## src/rtl/audio_pwm_dac_if.sv

```systemverilog
// Sample streaming handshake between an audio source and the PWM/sigma-delta DAC.
// The source drives sample_in/sample_valid; the DAC returns sample_ready.
interface audio_pwm_dac_if #(
  parameter int unsigned WIDTH = 8
);
  logic [WIDTH-1:0] sample_in;
  logic             sample_valid;
  logic             sample_ready;

  modport master (
    output sample_in,
    output sample_valid,
    input  sample_ready
  );

  modport slave (
    input  sample_in,
    input  sample_valid,
    output sample_ready
  );
endinterface

```

## src/rtl/audio_pwm_dac.sv

```systemverilog
// Audio DAC: one-entry sample buffer feeding a PWM or first-order sigma-delta modulator,
// paced by a programmable prescaler. Duty and mode change only on period boundaries.
module audio_pwm_dac #(
  parameter int unsigned WIDTH = 8,
  parameter int unsigned DIV_W = 4
) (
  input  logic               clk,
  input  logic               RST,
  input  logic               enable,
  input  logic               mode,
  input  logic [1:0]         gain,
  input  logic [DIV_W-1:0]   div,
  audio_pwm_dac_if.slave     smp,
  input  logic               underrun_clr,
  output logic               underrun,
  output logic               period_strobe,
  output logic               PWM_OUT
);

  logic [DIV_W-1:0] presc_q;
  logic [WIDTH-1:0] cnt_q;
  logic [WIDTH-1:0] acc_q;
  logic [WIDTH-1:0] duty_q;
  logic [WIDTH-1:0] buf_q;
  logic             buf_full_q;
  logic             mode_q;
  logic             underrun_q;
  logic             pwm_q;

  logic             tick;
  logic             boundary;
  logic             transfer;
  logic [WIDTH+2:0] shifted;
  logic [WIDTH-1:0] sat_val;
  logic [WIDTH:0]   sd_sum;

  always_comb begin
    // >= rather than == so a div lowered mid-count cannot run the prescaler through its wrap
    tick     = enable && (presc_q >= div);
    boundary = tick && (cnt_q == {WIDTH{1'b1}});
    transfer = smp.sample_valid && !buf_full_q;
    shifted  = {3'b000, smp.sample_in} << gain;
    sat_val  = (shifted[WIDTH+2:WIDTH] != 3'b000) ? {WIDTH{1'b1}} : shifted[WIDTH-1:0];
    sd_sum   = {1'b0, acc_q} + {1'b0, duty_q};
  end

  always_ff @(posedge clk) begin
    if (RST) begin
      presc_q    <= '0;
      cnt_q      <= '0;
      acc_q      <= '0;
      duty_q     <= '0;
      buf_q      <= '0;
      buf_full_q <= 1'b0;
      mode_q     <= 1'b0;
      underrun_q <= 1'b0;
      pwm_q      <= 1'b0;
    end else begin
      if (!enable) begin
        presc_q <= '0;
        cnt_q   <= '0;
        acc_q   <= '0;
        pwm_q   <= 1'b0;
      end else begin
        presc_q <= tick ? '0 : presc_q + DIV_W'(1);
        if (tick) begin
          cnt_q <= cnt_q + WIDTH'(1);
          if (mode_q) begin
            pwm_q <= sd_sum[WIDTH];
            acc_q <= sd_sum[WIDTH-1:0];
          end else begin
            pwm_q <= (cnt_q < duty_q);
          end
        end
      end

      if (boundary) begin
        mode_q <= mode;
      end

      // A sample arriving on the boundary clock lands in the buffer; the boundary saw it empty.
      if (boundary && buf_full_q) begin
        duty_q     <= buf_q;
        buf_full_q <= 1'b0;
      end else if (transfer) begin
        buf_q      <= sat_val;
        buf_full_q <= 1'b1;
      end

      if (boundary && !buf_full_q) begin
        underrun_q <= 1'b1;
      end else if (underrun_clr) begin
        underrun_q <= 1'b0;
      end
    end
  end

  assign smp.sample_ready = ~buf_full_q;
  assign underrun         = underrun_q;
  assign period_strobe    = boundary;
  assign PWM_OUT          = pwm_q;

endmodule

```

## src/flat_wrapper.sv

```systemverilog
// flat-port wrapper written by rule: the top's interface ports become plain ports
module audio_pwm_dac_flat 
#(
  parameter int unsigned WIDTH = 8,
  parameter int unsigned DIV_W = 4
)
  (clk, RST, enable, mode, gain, div, underrun_clr, underrun, period_strobe, PWM_OUT, smp_sample_in, smp_sample_valid, smp_sample_ready);
  audio_pwm_dac_if #(.WIDTH(WIDTH)) smp_i ();
  input  logic clk;
  input  logic RST;
  input  logic enable;
  input  logic mode;
  input  logic [1:0] gain;
  input  logic [DIV_W-1:0] div;
  input  logic underrun_clr;
  output logic underrun;
  output logic period_strobe;
  output logic PWM_OUT;
  input wire logic [$bits(smp_i.sample_in)-1:0] smp_sample_in;
  input wire logic [$bits(smp_i.sample_valid)-1:0] smp_sample_valid;
  output wire logic [$bits(smp_i.sample_ready)-1:0] smp_sample_ready;
  assign smp_i.sample_in = smp_sample_in;
  assign smp_i.sample_valid = smp_sample_valid;
  assign smp_sample_ready = smp_i.sample_ready;
  audio_pwm_dac #(.WIDTH(WIDTH), .DIV_W(DIV_W)) u_core (.clk(clk), .RST(RST), .enable(enable), .mode(mode), .gain(gain), .div(div), .smp(smp_i), .underrun_clr(underrun_clr), .underrun(underrun), .period_strobe(period_strobe), .PWM_OUT(PWM_OUT));
endmodule
```

## config.mk

```make
export PLATFORM = sky130hd
export DESIGN_NAME = audio_pwm_dac_flat
export DESIGN_NICKNAME = d
export VERILOG_FILES = /design/src/rtl/audio_pwm_dac_if.sv /design/src/rtl/audio_pwm_dac.sv /design/src/flat_wrapper.sv
export SDC_FILE = /design/constraint.sdc
export NUM_CORES = 1
export LEC_CHECK = 0
export CAP_MARGIN = 20
export CORE_UTILIZATION = 50
export DETAILED_ROUTE_END_ITERATION = 12
export PLACE_DENSITY = 0.73
export SLEW_MARGIN = 20
export SYNTH_ARGS = -nofsm -noshare
export SYNTH_HDL_FRONTEND = slang
export SYNTH_SLANG_ARGS = --single-unit
```

## constraint.sdc

```tcl
create_clock -name clk -period 2.79 [get_ports clk]
set_clock_uncertainty 0.1 [all_clocks]
set_input_delay 0.558 -clock clk [delete_from_list [all_inputs] [get_ports clk]]
set_output_delay 0.558 -clock clk [all_outputs]
set_load 0.01 [all_outputs]
```

==> flow_metrics.py, run 1 <==
metrics = {
    "status": {
        "status": "finished clean",
    },
    "grt": {
        "grt_pass1_wl_um": 8631,
        "grt_max_degree": 21,
        "grt_usage_pct": 21.55,
        "grt_overflow": 0,
        "grt_pass1_vias": 1937,
        "antenna_found_initial": 0,
    },
    "final_layout": {
        "syn_to_final_growth_pct": 21.53,
        "layout_commonest_cell": "dfxtp_1",
        "drive_above_1_share_pct": 13.20,
        "final_nets": 344,
        "design_area_um2": 2818,
        "final_cell_mix": "dfxtp_1, a21oi_1, ha_1",
        "multi_input_area_um2": 1460,
        "fillers": 374,
        "n_antenna_cell": 0,
        "regArea_um2": 800.8,
    },
    "worst_setup_path": {
        "timing.rr.start": "u_core.presc_q[0]$_SDFF_PP0_",
        "path_class": "input port to output pin",
        "rr_endpoint": "u_core.cnt_q[7]$_SDFFE_PP0P_",
        "r2r_cells": 8,
        "cp_cell_sequence": "dlygate4sd2_1 > ha_1 > nand2b_4 > a2111oi_4 > nor4b_4 > and2_4 > buf_6",
        "worst-endpoint-arrival_ns": 1.98,
        "critPathMaxFanout": 2,
        "cpPeakStageDelay_ns": 0.38,
        "r2r_slack_ns": 0.58,
        "startpoint_type": "input port",
        "slowest_stage": "a2111oi_4",
        "end_kind": "output pin",
        "crit_required_ns": 2.13,
    },
    "placement": {
        "portBuffers": 23,
        "placed_area_um2": 2693,
        "gp_congestion": 0.8954,
        "dp_hpwl_um": 3733,
    },
    "detailed_routing": {
        "final_antenna_net_count": 0,
        "vias": 1990,
        "drt_iter0_markers": 119,
        "drc": 0,
        "wl_per_cell_um": 13.68,
        "routed_wl_um": 4857,
        "drt-pass1-iter-count": 4,
        "viasPerCell": 5.606,
    },
    "cts": {
        "clk_path_buf_depth": 2,
        "cts_tree": "yes",
        "cts_made_buffers": 5,
        "clkTransAtPathRegs_ns": 0.07,
        "clock-sinks": 40,
        "htree_num_levels": 2,
        "clock_latency_ns": 0.30,
        "cts_setup_buffers": 0,
        "cts-root-buf": "clkbuf_8",
        "cts_hold_buffers": 0,
    },
    "power_and_ir_drop": {
        "swShare_pct": 24.22,
        "p_leak_nw": 1.145,
        "p_int_w": 0.0008511,
        "clock_power_share_pct": 35.4,
        "powerDensity_nw_per_um2": 398.6,
        "switchingPower_w": 0.0002721,
        "ir_drop_v": 0.0002553,
        "combPwrFrac_pct": 11.6,
        "pwr-share-seq_pct": 52.9,
    },
    "min_path": {
        "min_path_cells": 2,
        "hold-path-endpoint": "u_core.acc_q[4]$_SDFFE_PP0P_",
        "hold_path_startpoint": "u_core.acc_q[4]$_SDFFE_PP0P_",
        "worstHoldPathType": "flop to flop",
    },
    "die": {
        "die_w_um": 70.10,
        "initial_core_util_pct": 52.52,
        "fp.dieH_um": 70.10,
        "fp-row-count": 24,
        "core-area_um2": 4414,
        "dieArea_um2": 4913,
        "ios": 24,
    },
    "timing": {
        "maxSlewViolCount": 0,
        "timing.slew.headroom_pct": 62.26,
        "finalSetupViolations": 0,
        "rsz0062_at_grt": "false",
        "max_slew.worst_pin.slew_ns": 0.5640,
        "period_minus_slack_ns": 2.637,
        "holdWs_ns": 0.3623,
        "finalHoldViolCount": 0,
        "clock.fmax_mhz": 379.2,
        "post-route-period-util_pct": 94.53,
    },
    "yosys": {
        "synth_nets": 310,
        "synth_compound_area_share_pct": 20.89,
        "seq_area_frac_synth_pct": 34.54,
        "synth_top_area_share_pct": 34.54,
        "netlist_instances": 268,
        "synthAdderAreaFrac_pct": 12.20,
        "synthMuxAreaShare_pct": 4.587,
        "synth_area_leaders": "dfxtp_1, ha_1, a21oi_1",
        "synth_seq_cells": 40,
        "synth_largest_area_cell": "dfxtp_1",
        "synth_top_family_by_area": "compound AO/OA/AOI/OAI gates",
        "synth_cell_type_count": 46,
        "netlist_area_um2": 2318,
        "synth_ff_type": "dfxtp_1",
        "synthXorXnorAreaFrac_pct": 3.778,
        "yosys_warnings": 0,
        "synth-edff-count": 0,
        "avgSynthCellArea_um2": 8.651,
        "synth_simple_gate_area_share_pct": 19.70,
        "async_flop_share_pct": 0,
    },
    "run": {
        "maxCapViolCount": 0,
    },
}
-- worst max-delay path by stage --
stage | from | end | slack, ns | cells past startpoint
finish | div[0] | period_strobe | 0.15 | 7
global placement | div[0] | period_strobe | -0.48 | 7
global route | div[0] | period_strobe | 0.11 | 7
floorplan | div[0] | period_strobe | 0.29 | 5
detailed placement | div[0] | period_strobe | -0.49 | 7
CTS | div[0] | period_strobe | 0.14 | 7
-- cells in the mapped netlist, types with 3 or more instances --
cell,n
a211oi_1,13
a21o_1,5
a21oi_1,22
and2_1,3
and3_1,3
clkbuf_1,9
dfxtp_1,40
ha_1,21
inv_1,14
mux2_2,5
mux2i_1,5
nand2_1,16
nand2b_1,4
nand3_1,11
nand4_1,9
nor2_1,19
nor3_1,6
o211ai_1,3
o21ai_0,19
or3_1,3
xnor2_1,8
-- cells by family after synthesis --
| family | Yosys count |
|---|---|
| compound gates | 74 |
| buf+inv | 26 |
| simple gates | 86 |
| flops | 40 |
| mux | 10 |
| fa+ha+maj | 22 |
| xor+xnor | 10 |
-- flip-flops by register name, indices dropped and copies added, names as in the netlist --
name               count
u_core.buf_q           8
u_core.duty_q          8
u_core.PWM_OUT         1
u_core.mode_q          1
u_core.cnt_q           8
u_core.acc_q           8
u_core.presc_q         4
u_core.buf_full_q      1
u_core.underrun        1
-- worst max-delay path: cells and delay by family --
family,cells,cell delay [ns]
adders and majority gates,1,0.26
buffers and inverters,2,0.34
AOI/OAI and AO/OA,1,0.38
and+or+nand+nor,3,0.43
-- power by group through the flow --
stage	combinational, W	clock [W]	sequential [W]
after CTS	0.000132	0.000407	0.000594
after global routing	0.000145	0.000429	0.000597
final	0.000131	0.000398	0.000595
after floorplan	0.0000721	0	0.000603
after detailed placement	0.000127	0	0.000608
after global placement	0.000124	0	0.000607
-- metrics by stage --
| stage | util, % | setup TNS (ns) | power, W | instances | worst slack (ns) |
|---|---|---|---|---|---|
| after CTS | 63.83 | 0 | 0.001134 | 355 | 0.1416 |
| after global routing | 63.83 | 0 | 0.001171 | 355 | 0.1062 |
| after global placement | 61.00 | -0.6230 | 0.0007315 | 347 | -0.4794 |
| after floorplan | - | 0 | 0.0006756 | 268 | 0.2863 |
| final | 63.83 | 0 | 0.001123 | 355 | 0.1526 |
| after detailed placement | 61.00 | -0.8849 | 0.0007342 | 347 | -0.4914 |
-- per-layer routing --
| layer | global-route usage [%] | share of wire (%) | vias up |
|---|---|---|---|
| met3 | 4.329 | 2.9 | 14 |
| met5 | 0 | 0 | - |
| met1 | 27.64 | 48 | 899 |
| met4 | 8.667 | 3.0 | 0 |
| met2 | 35.36 | 46 | 35 |
| li1 | - | - | 1042 |
-- cell type report --
cell class	count	share of cell area [%]
well taps	52	2.309
repair buffers	39	12.30
multi-input cells	202	51.82
inverters	14	1.865
flip-flops and latches	40	28.42
clock buffers	6	2.931
clock inverters	2	0.3552
-- timing repair --
action / 4_1_cts / 5_1_grt
endpoints found under the setup margin: 1 / 0
hold endpoints to repair: 0 / 0
gates resized for setup: 15 / 0
No activity file was read; power rests on OpenSTA's default activity.
==> run 2, diff against run 1 <==
Settings changed: CTS_CLUSTER_SIZE set to 30.
==> results of run 2 <==
Final layout, timing and power as in run 1 (identical DEF).
==> run 3, diff against run 2 <==
Settings changed: CORE_ASPECT_RATIO set to 0.8.
==> run 3 against run 2 <==
Net effect: flip-flop and latch count unchanged; die area about the same; first-iteration DRC count decreased by 13%; wire length up 5.6%; register-to-register slack got worse by 0.05 ns; fmax grew 1.7%; largest cell class unchanged; hold slack worse by 0.0044 ns; sequential power barely moved; non-clock buffer count unchanged; utilization increased by 3.2 points; final cell count up 1.1%; via count increased by 2.1%; critical path type unchanged.
==> flow_metrics.py, run 3 (synthesized netlist as in run 1, its figures left out) <==
metrics = {
    "detailed_routing": {
        "vias": 2031,
        "drc": 0,
        "drt_iter0_markers": 103,
        "routed_wl_um": 5129,
        "final_antenna_net_count": 0,
        "drt-pass1-iter-count": 4,
        "wl_per_cell_um": 14.29,
        "viasPerCell": 5.657,
    },
    "die": {
        "fp.dieH_um": 62.91,
        "fp-row-count": 21,
        "die_w_um": 78.13,
        "dieArea_um2": 4915,
        "core-area_um2": 4309,
        "initial_core_util_pct": 53.80,
        "ios": 24,
    },
    "cts": {
        "cts_made_buffers": 5,
        "clock_latency_ns": 0.30,
        "clk_path_buf_depth": 2,
        "clock-sinks": 40,
        "clkTransAtPathRegs_ns": 0.07,
        "cts_setup_buffers": 0,
        "htree_num_levels": 2,
        "cts_hold_buffers": 0,
        "cts_tree": "yes",
        "cts-root-buf": "clkbuf_8",
    },
    "worst_setup_path": {
        "worst-endpoint-arrival_ns": 1.93,
        "timing.rr.start": "u_core.duty_q[0]$_SDFFE_PP0P_",
        "end_kind": "output pin",
        "crit_required_ns": 2.13,
        "rr_endpoint": "u_core.PWM_OUT$_SDFFE_PP0P_",
        "path_class": "input port to output pin",
        "critPathMaxFanout": 2,
        "r2r_cells": 7,
        "r2r_slack_ns": 0.53,
        "startpoint_type": "input port",
    },
    "timing": {
        "post-route-period-util_pct": 92.91,
        "maxSlewViolCount": 0,
        "clock.fmax_mhz": 385.8,
        "max_slew.worst_pin.slew_ns": 0.5044,
        "period_minus_slack_ns": 2.592,
        "finalSetupViolations": 0,
        "rsz0062_at_grt": "false",
        "timing.slew.headroom_pct": 66.25,
        "finalHoldViolCount": 0,
    },
    "final_layout": {
        "n_antenna_cell": 0,
        "final_nets": 344,
        "syn_to_final_growth_pct": 24.55,
        "final_cell_mix": "dfxtp_1, a21oi_1, o21ai_0, nor2_1",
        "layout_commonest_cell": "dfxtp_1",
        "drive_above_1_share_pct": 14.24,
        "fin_cells": 359,
        "design_area_um2": 2888,
        "fillers": 361,
    },
    "power_and_ir_drop": {
        "switchingPower_w": 0.0002708,
        "powerDensity_nw_per_um2": 442.6,
        "p_leak_nw": 1.169,
        "pwr-share-seq_pct": 46.5,
        "p_total_w": 0.001278,
        "swShare_pct": 21.18,
        "ir_drop_v": 0.0002793,
        "combPwrFrac_pct": 10.5,
        "p_int_w": 0.001007,
        "clock_power_share_pct": 42.9,
    },
    "status": {
        "status": "finished clean",
    },
    "placement": {
        "portBuffers": 23,
        "gp_congestion": 0.7864,
        "dpl.cell_count": 352,
        "dp_hpwl_um": 3876,
        "placed_area_um2": 2699,
    },
    "grt": {
        "antenna_found_initial": 0,
        "grt_usage_pct": 23.20,
        "grt_overflow": 0,
        "grt_max_degree": 21,
        "grt_pass1_wl_um": 9004,
        "grt_pass1_vias": 1952,
    },
    "min_path": {
        "hold_path_startpoint": "u_core.acc_q[3]$_SDFFE_PP0P_",
        "min_path_cells": 2,
        "hold-path-endpoint": "u_core.acc_q[3]$_SDFFE_PP0P_",
        "worstHoldPathType": "flop to flop",
    },
    "run": {
        "maxCapViolCount": 0,
    },
}
## run 3: power by group through the flow
stage,logic (W),clock network (W),registers (W)
2_1_floorplan,0.0000721,0,0.000603
3_3_place_gp,0.000126,0,0.000607
3_5_place_dp,0.000128,0,0.000607
4_1_cts,0.000133,0.000562,0.000594
5_1_grt,0.000149,0.000590,0.000596
6_report,0.000135,0.000549,0.000595
## run 3: worst max-delay path: stages
cell           delay, ns
dlygate4sd2_1       0.23
ha_1                0.26
nand2b_4            0.15
a2111oi_4           0.38
nor4b_4             0.09
and2_4              0.16
buf_6               0.11
## run 3: worst max path at each step
stage	to	slack (ns)	start	cells after the start
final	period_strobe	0.20	div[0]	7
after floorplan	period_strobe	0.29	div[0]	5
after CTS	period_strobe	0.01	div[2]	8
after global placement	period_strobe	-0.45	div[0]	7
after global routing	period_strobe	0.14	div[0]	7
after detailed placement	period_strobe	-0.46	div[0]	7
## run 3: layout make-up
class                   count  area [um2]  area share, %
well taps                  57       71.32          2.470
inverters                  14       52.55          1.820
clock inverters             2       60.06          2.080
clock buffers               5       68.82          2.383
flip-flops and latches     40       800.8          27.73
repair buffers             39       354.1          12.26
multi-input cells         202        1480          51.26
## run 3: per-stage QoR
| step | utilization, % | hold slack, ns | setup TNS (ns) | worst slack (ns) |
|---|---|---|---|---|
| after floorplan | - | 0.3356 | 0 | 0.2863 |
| after global placement | 62.63 | 0.3480 | -0.6221 | -0.4502 |
| after detailed placement | 62.63 | 0.3526 | -0.7624 | -0.4555 |
| after CTS | 66.20 | 0.3626 | 0 | 0.01354 |
| after global routing | 67.02 | 0.3887 | 0 | 0.1414 |
| final | 67.02 | 0.3580 | 0 | 0.1978 |
## run 3: timing repair
action | 4_1_cts | 5_1_grt
endpoints found under the hold margin | 0 | 0
pin swaps | 4 | 3
resized for setup | 11 | 9
endpoints found under the setup margin | 1 | 1
## run 3: routing by layer
metal / up-vias / part of all wire, % / GRT usage, %
met4: 0 / 1.5 / 8.333
met3: 8 / 3.7 / 4.380
li1: 1047 / - / -
met2: 29 / 43 / 34.76
met1: 947 / 52 / 32.92
met5: - / 0 / 0
